`src/rtl/last_beat_tagger_pkg.sv`:
```
// Shared types for the last-beat tagger: decision codes and the record layout.
// No logic lives here; latency and backpressure are properties of the users.
// The record width helper keeps the FIFO width in step with the beat counter.
package last_beat_pkg;

    // Per-cycle outcome of the beat/completion arbitration, highest priority first
    typedef enum logic [2:0] {
        NONE,
        TIEOFF,
        WRAP_TIE,
        ORPHAN_TIE,
        START,
        INTERIOR,
        LATE
    } dec_e;

    localparam int unsigned BEAT_CNT_WIDTH_DEF = 10;

    // One record per previous beat: was it the last beat, and how long was the packet
    typedef struct packed {
        logic                          last;
        logic [BEAT_CNT_WIDTH_DEF-1:0] cnt;
    } beat_rec_t;

    // Record is the last flag on top of the beat count
    function automatic int unsigned rec_width(input int unsigned cnt_width);
        return cnt_width + 1;
    endfunction

endpackage

```
`src/rtl/last_beat_tagger_if.sv`:
```
// Beat-address channel in, tagged-record channel out, bundled for the tagger.
// Pure wiring, no latency.
// Both channels are valid/ready; slave is the tagger's view, master the feeder's.
interface last_beat_tagger_if #(
    parameter int ADDR_WIDTH     = 12,
    parameter int BEAT_CNT_WIDTH = 10
);
    logic [ADDR_WIDTH-1:0]     i_addr_data;
    logic                      i_addr_valid;
    logic                      i_addr_ready;
    logic                      o_prev_beat_last;
    logic [BEAT_CNT_WIDTH-1:0] o_prev_beat_cnt;
    logic                      o_prev_beat_valid;
    logic                      o_prev_beat_ready;

    modport master (
        output i_addr_data,
        output i_addr_valid,
        input  i_addr_ready,
        input  o_prev_beat_last,
        input  o_prev_beat_cnt,
        input  o_prev_beat_valid,
        output o_prev_beat_ready
    );

    modport slave (
        input  i_addr_data,
        input  i_addr_valid,
        output i_addr_ready,
        output o_prev_beat_last,
        output o_prev_beat_cnt,
        output o_prev_beat_valid,
        input  o_prev_beat_ready
    );
endinterface

```
`src/rtl/last_beat_tagger_beat_rec_fifo.sv`:
```
// Synchronous first-word-fall-through FIFO for tagger records, with free count.
// Latency: a written word is visible on rd_vld_o the following cycle.
// Writes when full are dropped unless a read happens in the same cycle.
module beat_rec_fifo #(
    parameter int WIDTH = 11,
    parameter int DEPTH = 8
) (
    input  logic                     clk,
    input  logic                     reset_n,
    input  logic                     wr_vld_i,
    input  logic [WIDTH-1:0]         wr_dat_i,
    input  logic                     rd_rdy_i,
    output logic                     rd_vld_o,
    output logic [WIDTH-1:0]         rd_dat_o,
    output logic                     full_o,
    output logic [$clog2(DEPTH):0]   free_o
);
    localparam int AW = $clog2(DEPTH);

    logic [WIDTH-1:0] mem_q [DEPTH];
    logic [AW-1:0]    wr_ptr_q;
    logic [AW-1:0]    rd_ptr_q;
    logic [AW:0]      cnt_q;
    logic             rd_fire;
    logic             wr_fire;

    assign rd_vld_o = (cnt_q != '0);
    assign full_o   = (cnt_q == (AW+1)'(DEPTH));
    assign free_o   = (AW+1)'(DEPTH) - cnt_q;
    assign rd_fire  = rd_rdy_i & rd_vld_o;
    // A full FIFO can still take a word when the head leaves in the same cycle
    assign wr_fire  = wr_vld_i & (~full_o | rd_fire);
    // Empty FIFO presents zeros so nothing stale leaks out, including in reset
    assign rd_dat_o = rd_vld_o ? mem_q[rd_ptr_q] : '0;

    // Storage array; contents are meaningless until counted in
    always_ff @(posedge clk) begin
        if (wr_fire) begin
            mem_q[wr_ptr_q] <= wr_dat_i;
        end
    end

    // Pointers and occupancy
    always_ff @(posedge clk or negedge reset_n) begin
        if (!reset_n) begin
            wr_ptr_q <= '0;
            rd_ptr_q <= '0;
            cnt_q    <= '0;
        end else begin
            if (wr_fire) begin
                wr_ptr_q <= wr_ptr_q + AW'(1);
            end
            if (rd_fire) begin
                rd_ptr_q <= rd_ptr_q + AW'(1);
            end
            case ({wr_fire, rd_fire})
                2'b10:   cnt_q <= cnt_q + (AW+1)'(1);
                2'b01:   cnt_q <= cnt_q - (AW+1)'(1);
                default: cnt_q <= cnt_q;
            endcase
        end
    end

endmodule

```
`src/rtl/last_beat_tagger.sv`:
```
// Tags each DMA AW beat with whether the previous beat closed a packet.
// Latency: the record for a beat or completion appears the following cycle.
// Beat ready drops at max outstanding or with <2 free record slots; completions never stall.
module last_beat_tagger
    import last_beat_pkg::*;
#(
    parameter int ADDR_WIDTH        = 12,
    parameter int BUS_WIDTH         = 32,
    parameter int OUTSTANDING_WIDTH = 2,
    parameter int BEAT_CNT_WIDTH    = 10,
    parameter int FIFO_DEPTH        = 8
) (
    input  logic                         clk,
    input  logic                         reset_n,
    input  logic [ADDR_WIDTH-1:0]        i_base_addr,
    input  logic                         i_dma_complete,
    last_beat_tagger_if.slave            bus,
    output logic [OUTSTANDING_WIDTH:0]   o_outstanding,
    output logic                         o_err_spurious,
    output logic                         o_err_orphan,
    output logic                         o_err_overflow
);
    localparam int          OW         = OUTSTANDING_WIDTH + 1;
    localparam int          FAW        = $clog2(FIFO_DEPTH);
    localparam int unsigned REC_W      = rec_width(BEAT_CNT_WIDTH);
    localparam int          BEAT_BYTES = BUS_WIDTH / 8;
    localparam logic [OW-1:0] MAX_OUT  = OW'(1) << OUTSTANDING_WIDTH;

    // Beat addresses step by BEAT_BYTES; the tagger only compares against base,
    // so a sub-byte bus is the one configuration with no meaning here.
    if (BEAT_BYTES == 0) begin : g_sub_byte_bus
    end

    logic                      run_q;
    logic [ADDR_WIDTH-1:0]     base_q;
    logic [OW-1:0]             start_q;
    logic [OW-1:0]             done_q;
    logic [BEAT_CNT_WIDTH-1:0] bcnt_q;
    logic [BEAT_CNT_WIDTH-1:0] bcnt_d;
    logic                      err_spurious_q;
    logic                      err_orphan_q;
    logic                      err_overflow_q;

    logic [OW-1:0]             out_cnt;
    logic                      idle;
    logic                      out_one;
    logic                      ready;
    logic                      beat;
    logic                      wrap;
    dec_e                      dec;
    logic                      start_inc;
    logic                      done_inc;
    logic                      spurious_set;
    logic                      orphan_set;
    logic                      overflow_set;
    logic                      rec_wr;
    logic [REC_W-1:0]          rec_dat;
    logic                      fifo_full;
    logic                      fifo_vld;
    logic                      fifo_rd;
    logic [REC_W-1:0]          fifo_dat;
    logic [FAW:0]              fifo_free;

    assign out_cnt = start_q - done_q;
    assign idle    = (out_cnt == '0);
    assign out_one = (out_cnt == OW'(1));
    // run_q keeps ready low through reset and the first cycle after release
    assign ready   = run_q & (out_cnt != MAX_OUT) & (fifo_free >= (FAW+1)'(2));
    assign beat    = bus.i_addr_valid & ready;
    assign wrap    = beat & (bus.i_addr_data == base_q);

    // Arbitrate beat vs completion and derive counter/record/flag actions
    always_comb begin
        dec          = NONE;
        start_inc    = 1'b0;
        done_inc     = 1'b0;
        spurious_set = 1'b0;
        orphan_set   = 1'b0;
        rec_wr       = 1'b0;
        rec_dat      = '0;
        bcnt_d       = bcnt_q;

        if (i_dma_complete && idle) begin
            // Nothing outstanding to complete; a concurrent beat is treated as at idle
            spurious_set = 1'b1;
            if (beat) begin
                dec = START;
            end
        end else if (i_dma_complete && out_one && !beat) begin
            dec = TIEOFF;
        end else if (i_dma_complete && out_one && wrap) begin
            dec = WRAP_TIE;
        end else if (i_dma_complete && out_one) begin
            dec = ORPHAN_TIE;
        end else if (beat && idle) begin
            dec = START;
        end else if (beat) begin
            dec = INTERIOR;
        end else if (i_dma_complete) begin
            dec = LATE;
        end

        case (dec)
            TIEOFF: begin
                rec_wr   = 1'b1;
                rec_dat  = {1'b1, bcnt_q};
                done_inc = 1'b1;
            end
            WRAP_TIE: begin
                // Closing and reopening in one cycle: a single record, out unchanged
                rec_wr    = 1'b1;
                rec_dat   = {1'b1, bcnt_q};
                done_inc  = 1'b1;
                start_inc = 1'b1;
                bcnt_d    = BEAT_CNT_WIDTH'(1);
            end
            ORPHAN_TIE: begin
                // Packet closes; the non-wrap beat belongs to nothing and is dropped
                rec_wr     = 1'b1;
                rec_dat    = {1'b1, bcnt_q};
                done_inc   = 1'b1;
                orphan_set = 1'b1;
            end
            START: begin
                if (wrap) begin
                    start_inc = 1'b1;
                    bcnt_d    = BEAT_CNT_WIDTH'(1);
                end else begin
                    orphan_set = 1'b1;
                end
            end
            INTERIOR: begin
                rec_wr   = 1'b1;
                done_inc = i_dma_complete;
                if (wrap) begin
                    rec_dat   = {1'b1, bcnt_q};
                    start_inc = 1'b1;
                    bcnt_d    = BEAT_CNT_WIDTH'(1);
                end else begin
                    rec_dat = '0;
                    bcnt_d  = (&bcnt_q) ? bcnt_q : bcnt_q + BEAT_CNT_WIDTH'(1);
                end
            end
            LATE: begin
                done_inc = 1'b1;
            end
            default: begin
            end
        endcase
    end

    assign fifo_rd      = fifo_vld & bus.o_prev_beat_ready;
    assign overflow_set = rec_wr & fifo_full & ~fifo_rd;

    // Counters, base sampling, beat count and sticky error flags
    always_ff @(posedge clk or negedge reset_n) begin
        if (!reset_n) begin
            run_q          <= 1'b0;
            base_q         <= '0;
            start_q        <= '0;
            done_q         <= '0;
            bcnt_q         <= '0;
            err_spurious_q <= 1'b0;
            err_orphan_q   <= 1'b0;
            err_overflow_q <= 1'b0;
        end else begin
            run_q <= 1'b1;
            if (idle) begin
                base_q <= i_base_addr;
            end
            if (start_inc) begin
                start_q <= start_q + OW'(1);
            end
            if (done_inc) begin
                done_q <= done_q + OW'(1);
            end
            bcnt_q         <= bcnt_d;
            err_spurious_q <= err_spurious_q | spurious_set;
            err_orphan_q   <= err_orphan_q | orphan_set;
            err_overflow_q <= err_overflow_q | overflow_set;
        end
    end

    beat_rec_fifo #(
        .WIDTH (int'(REC_W)),
        .DEPTH (FIFO_DEPTH)
    ) u_rec_fifo (
        .clk      (clk),
        .reset_n  (reset_n),
        .wr_vld_i (rec_wr),
        .wr_dat_i (rec_dat),
        .rd_rdy_i (bus.o_prev_beat_ready),
        .rd_vld_o (fifo_vld),
        .rd_dat_o (fifo_dat),
        .full_o   (fifo_full),
        .free_o   (fifo_free)
    );

    assign bus.i_addr_ready      = ready;
    assign bus.o_prev_beat_valid = fifo_vld;
    assign bus.o_prev_beat_last  = fifo_dat[REC_W-1];
    assign bus.o_prev_beat_cnt   = fifo_dat[BEAT_CNT_WIDTH-1:0];
    assign o_outstanding         = out_cnt;
    assign o_err_spurious        = err_spurious_q;
    assign o_err_orphan          = err_orphan_q;
    assign o_err_overflow        = err_overflow_q;

endmodule

```
`src/flat_wrapper.sv`:
```
// flat-port wrapper written by rule: the top's interface ports become plain ports
module last_beat_tagger_flat import last_beat_pkg::*;
#(
    parameter int ADDR_WIDTH        = 12,
    parameter int BUS_WIDTH         = 32,
    parameter int OUTSTANDING_WIDTH = 2,
    parameter int BEAT_CNT_WIDTH    = 10,
    parameter int FIFO_DEPTH        = 8
)
  (clk, reset_n, i_base_addr, i_dma_complete, o_outstanding, o_err_spurious, o_err_orphan, o_err_overflow, bus_i_addr_data, bus_i_addr_valid, bus_i_addr_ready, bus_o_prev_beat_last, bus_o_prev_beat_cnt, bus_o_prev_beat_valid, bus_o_prev_beat_ready);
  last_beat_tagger_if #(.ADDR_WIDTH(ADDR_WIDTH), .BEAT_CNT_WIDTH(BEAT_CNT_WIDTH)) bus_i ();
  input  logic clk;
  input  logic reset_n;
  input  logic [ADDR_WIDTH-1:0] i_base_addr;
  input  logic i_dma_complete;
  output logic [OUTSTANDING_WIDTH:0] o_outstanding;
  output logic o_err_spurious;
  output logic o_err_orphan;
  output logic o_err_overflow;
  input wire logic [$bits(bus_i.i_addr_data)-1:0] bus_i_addr_data;
  input wire logic [$bits(bus_i.i_addr_valid)-1:0] bus_i_addr_valid;
  output wire logic [$bits(bus_i.i_addr_ready)-1:0] bus_i_addr_ready;
  output wire logic [$bits(bus_i.o_prev_beat_last)-1:0] bus_o_prev_beat_last;
  output wire logic [$bits(bus_i.o_prev_beat_cnt)-1:0] bus_o_prev_beat_cnt;
  output wire logic [$bits(bus_i.o_prev_beat_valid)-1:0] bus_o_prev_beat_valid;
  input wire logic [$bits(bus_i.o_prev_beat_ready)-1:0] bus_o_prev_beat_ready;
  assign bus_i.i_addr_data = bus_i_addr_data;
  assign bus_i.i_addr_valid = bus_i_addr_valid;
  assign bus_i_addr_ready = bus_i.i_addr_ready;
  assign bus_o_prev_beat_last = bus_i.o_prev_beat_last;
  assign bus_o_prev_beat_cnt = bus_i.o_prev_beat_cnt;
  assign bus_o_prev_beat_valid = bus_i.o_prev_beat_valid;
  assign bus_i.o_prev_beat_ready = bus_o_prev_beat_ready;
  last_beat_tagger #(.ADDR_WIDTH(ADDR_WIDTH), .BUS_WIDTH(BUS_WIDTH), .OUTSTANDING_WIDTH(OUTSTANDING_WIDTH), .BEAT_CNT_WIDTH(BEAT_CNT_WIDTH), .FIFO_DEPTH(FIFO_DEPTH)) u_core (.clk(clk), .reset_n(reset_n), .i_base_addr(i_base_addr), .i_dma_complete(i_dma_complete), .bus(bus_i), .o_outstanding(o_outstanding), .o_err_spurious(o_err_spurious), .o_err_orphan(o_err_orphan), .o_err_overflow(o_err_overflow));
endmodule
```
`config.mk`:
```
export PLATFORM = sky130hd
export DESIGN_NAME = last_beat_tagger_flat
export DESIGN_NICKNAME = d
export VERILOG_FILES = /design/src/rtl/last_beat_tagger_pkg.sv /design/src/rtl/last_beat_tagger_if.sv /design/src/rtl/last_beat_tagger_beat_rec_fifo.sv /design/src/rtl/last_beat_tagger.sv /design/src/flat_wrapper.sv
export SDC_FILE = /design/constraint.sdc
export NUM_CORES = 1
export LEC_CHECK = 0
export ABC_AREA = 0
export ABC_CLOCK_PERIOD_IN_PS = 4490
export CORE_MARGIN = 2
export CORE_UTILIZATION = 29
export CTS_BUF_LIST = sky130_fd_sc_hd__clkbuf_16
export CTS_CLUSTER_SIZE = 10
export DETAILED_ROUTE_END_ITERATION = 8
export PLACE_DENSITY = 0.54
export SYNTH_ARGS = -nofsm -noshare
export SYNTH_HDL_FRONTEND = slang
export SYNTH_SLANG_ARGS = --single-unit
export TNS_END_PERCENT = 20
```
`constraint.sdc`:
```
create_clock -name clk -period 4.49 [get_ports clk]
set_clock_uncertainty 0.1 [all_clocks]
set_input_delay 0.898 -clock clk [delete_from_list [all_inputs] [get_ports clk]]
set_output_delay 0.898 -clock clk [all_outputs]
set_load 0.03 [all_outputs]
```
==> results.md <==
- The run finished with clean final reports.
- The synthesized netlist occupies a cell area of 5860 µm².
- The count of mapped cells out of synthesis is 384.
- After synthesis the netlist holds a flip-flop and latch count of 130.
- The pin count of the biggest net entering global routing is 43.
- The final count of pins violating max slew is 0.
- The worst setup path is launched from a flip-flop.
- The endpoint with the worst hold slack is u_core.o_err_spurious$_DFF_PN0_.
- Using the TritonRoute via totals, the vias-per-cell ratio works out to 4.68.
- Among all flip-flop cells after synthesis, the most frequent one is edfxtp_1.
- The tool flagged a number of max-cap violations equal to 0.
- The source of the worst hold timing path is u_core.o_err_spurious$_DFF_PN0_.
- The TritonCTS clock tree is done.
- The count of distinct cell types in the synthesized netlist is 55.
- In this run, the number of DRC markers left after iteration 0 of detailed routing was 204.
- The worst setup path is captured at a primary output.
- In the post-synthesis netlist, the cell with the most instances is edfxtp_1.
- The endpoint identified for the worst register-to-register timing path is u_core.u_rec_fifo.cnt_q[3]$_DFFE_PN0P_.
- After detailed routing, the number of remaining DRC violations is 0.
- For the worst setup path, the data required time is 3.49 ns.
- The first TritonRoute pass finished after 4 iterations.
- TritonCTS created 17 clock buffers.
- The clock net sink count is 130.
- The routed design could run at a clock period as short as 4.08 ns.
- For this configuration, the core starts out at a cell density of 0.298.
- After synthesis, the most frequently instantiated cells are edfxtp_1, dfrtp_1, nor2_1.
- The period utilization is 0.910.
- The floorplan step defined a core boundary enclosing 19700 µm².
- The number of cell rows is 51.
- After clock tree synthesis, the clock-pin slew on the worst setup and hold paths is 0.05 ns.
- The post-detailed-routing wire length is 11700 µm.
- In this run the power density over the cells is 685 nW/µm².
- Once detailed placement completed, the half-perimeter wirelength came to 7720 µm.
- The logic depth of the worst register-to-register path is 14.
- The count of flip-flops with a built-in enable after synthesis is 88.
- The layout cell share with drive strength beyond 1 is 0.207.
- The final-stage net count is 488.
- The beginning of the worst register-to-register path is u_core.u_rec_fifo.cnt_q[0]$_DFFE_PN0P_.
- The hold-critical path depth is 1.
- Across all layers, the routed design uses 3392 vias.
- Data arrives at the worst endpoint at 3.09 ns.
- The die is 146 µm tall.
- 48 I/O pins were placed.
- For the pin with the worst max-slew slack, the measured transition is 1.11 ns.
- Setup violations remaining at the end of the flow were counted as 0.
- The maximum fanout along the worst path is 12.
- Of the synthesized area, sequential elements account for 0.630.
- The number of warnings reported in the yosys synthesis log is 0.
- Setup repair after global routing left no endpoint under its margin.
- The worst slew slack as a fraction of its limit is 0.256.
- The post-cts repair resize count is 0.
- From left edge to right edge, the die measures 146 µm.
- The H-tree generated during clock tree synthesis spans 4 levels.
- The initial antenna violation count is 0.
- The detail route stage leaves a number of antenna-violating nets equal to 0.
- The longest clock path from root to sink contains 2 buffers.
- The total overflow left after global routing is 0.
- In this run the mean area of a mapped cell was 15.3 µm².
- The synthesized design spends more area on one cell type than any other, namely edfxtp_1.
- The repair_antennas step left the layout with diodes totalling 0.
- The global placer's final weighted congestion is 0.757.
- The utilization of the core after routing is 0.370.
- The count of buffers added by post-CTS timing repair for setup is 0.
- In the global route stage, overall resource usage came out at 0.116.
- The met1 wire length is 5520 µm.
- The root cell of the clock tree is clkbuf_16.
- The class of the most critical setup path is reg2out.
- The final hold violation count was 0.
- The first global-routing pass estimated 19000 µm of wire.
- In the post-synthesis netlist, the biggest area contributors are edfxtp_1, dfrtp_1, mux4_2.
- The analysis attributes to cell leakage a power of 2.59 nW.
- The sum of negative setup slack is 0 ns.
- In the final routed layout, each cell accounts on average for 16.1 µm.
- The worst register-to-register path has a setup slack of 0.80 ns.
- The fraction of post-synthesis cell area in the top cell type by area is 0.451.
- The routed design uses 5370 µm of met2 wire.
- Across the VDD grid, the largest voltage drop is 0.000295 V.
- The timing-limited maximum frequency is 245 MHz.
- After detailed routing, the met3 layer carries 610 µm of wire.
- The via count of the first global-routing pass is 3541.
- At the later pin of the worst-skew pair, clock insertion delay measures 0.41 ns.
- For this run, asynchronously set or reset flops after synthesis account for 0.323.
- Hold repair after CTS inserted 0 buffers.
- The layout-stage area growth over the synthesis result is 24.1%.
- The highest metal layer with signal wires is met4.
- The min-delay analysis places its worst path in the category reg2reg.
- The die covers 21400 µm².
- The synthesized net count is 425.
- Buffers placed on the I/O ports in this run total 47.
worst max-delay path by stage:
stage                                                 from                                 endpoint  cells past startpoint
CTS                 u_core.u_rec_fifo.cnt_q[0]$_DFFE_PN0P_                    bus_o_prev_beat_valid                      6
global route        u_core.u_rec_fifo.cnt_q[0]$_DFFE_PN0P_                    bus_o_prev_beat_valid                      6
global placement    u_core.u_rec_fifo.cnt_q[1]$_DFFE_PN0P_                    bus_o_prev_beat_valid                      6
finish              u_core.u_rec_fifo.cnt_q[0]$_DFFE_PN0P_                    bus_o_prev_beat_valid                      6
detailed placement  u_core.u_rec_fifo.cnt_q[0]$_DFFE_PN0P_   u_core.u_rec_fifo.cnt_q[3]$_DFFE_PN0P_                     14
floorplan                     u_core.done_q[0]$_DFFE_PN0P_  u_core.u_rec_fifo.mem_q[3][0]$_DFFE_PP_                      7
where the power goes:
part / internal (mW) / total, mW / switching, mW
combinational: 0.868 / 1.82 / 0.954
clock: 0.878 / 1.41 / 0.528
sequential: 1.53 / 1.76 / 0.224
cells in the final DEF (no fill, tap or decap), types with 2 or more instances in the layout:
master           Yosys  layout
nor3_2               2       2
and3_1               2       2
nor2b_1             12      12
mux2i_1             14      14
fa_1                 2       2
o21bai_1             2       2
inv_1               12      12
edfxtp_1            88      88
buf_4                0      12
mux2_2              15      15
a211oi_2             2       2
dfrtp_1             42      42
bufinv_16            0       3
a31oi_1              4       4
clkinv_4             0       2
nand2_1             15      15
o21ai_0             13      13
o22a_1               2       2
a21oi_1              7       7
nor3b_1              4       4
xnor2_1             21      21
nor2_1              24      24
ha_1                10      10
nand3_1             11      11
mux4_2              22      22
nand4_1              4       4
nor3_1               5       5
o22ai_1              2       2
clkinv_2             0       3
a21o_1               3       3
clkbuf_16            0      17
or2_2                2       2
inv_6                0       5
o31ai_1              4       4
clkdlybuf4s50_1      0      46
cells by family after synthesis:
family / count (synthesis) / share of synthesized area
other cells: 1 / 0.000640
mux: 51 / 0.137
fa+ha+maj: 12 / 0.0282
simple gates: 90 / 0.0822
xor+xnor: 23 / 0.0372
flops: 130 / 0.630
compound gates: 50 / 0.0630
buf+inv: 27 / 0.0209
through the flow:
stage	area, µm²	hold slack [ns]	std cells	setup WS, ns	power (mW)
global route	7270	0.393	725	0.107	5.29
global placement	6670	0.344	693	0.790	3.60
finish	7270	0.367	725	0.406	4.98
floorplan	5860	0.346	384	0.968	3.04
CTS	7270	0.372	725	0.274	5.06
detailed placement	6670	0.358	693	0.710	3.64
critical path, cell delays in order, from the launching register on:
cell and delay (ns):
dfrtp_1 0.43, inv_1 0.15, ha_1 0.26, nand2b_1 0.11, nor2_1 0.77, inv_1 0.29, clkdlybuf4s50_1 0.67
layout make-up:
class / count / area, µm²
clock buffers: 17 / 425
clock inverters: 15 / 178
fillers: 1910 / 12400
inverters: 12 / 45.0
multi-input cells: 227 / 2040
flip-flops and latches: 130 / 3690
well taps: 265 / 332
repair buffers: 59 / 556
state kept, by name, indices dropped and copies added (netlist names):
name / cells
u_core.u_rec_fifo.rd_ptr_q: 3
u_core.bcnt_q: 10
u_core.o_err_spurious: 1
u_core.start_q: 3
u_core.o_err_orphan: 1
u_core.run_q: 1
u_core.o_err_overflow: 1
u_core.base_q: 12
u_core.u_rec_fifo.mem_q: 88
u_core.u_rec_fifo.wr_ptr_q: 3
u_core.done_q: 3
u_core.u_rec_fifo.cnt_q: 4
routing by layer:
layer	up-vias	global-route usage
li1	1592	-
met1	1693	0.152
met2	96	0.178
met3	11	0.0406
met4	0	0.0388
met5	-	0
Power figures use the tool's default switching activity.
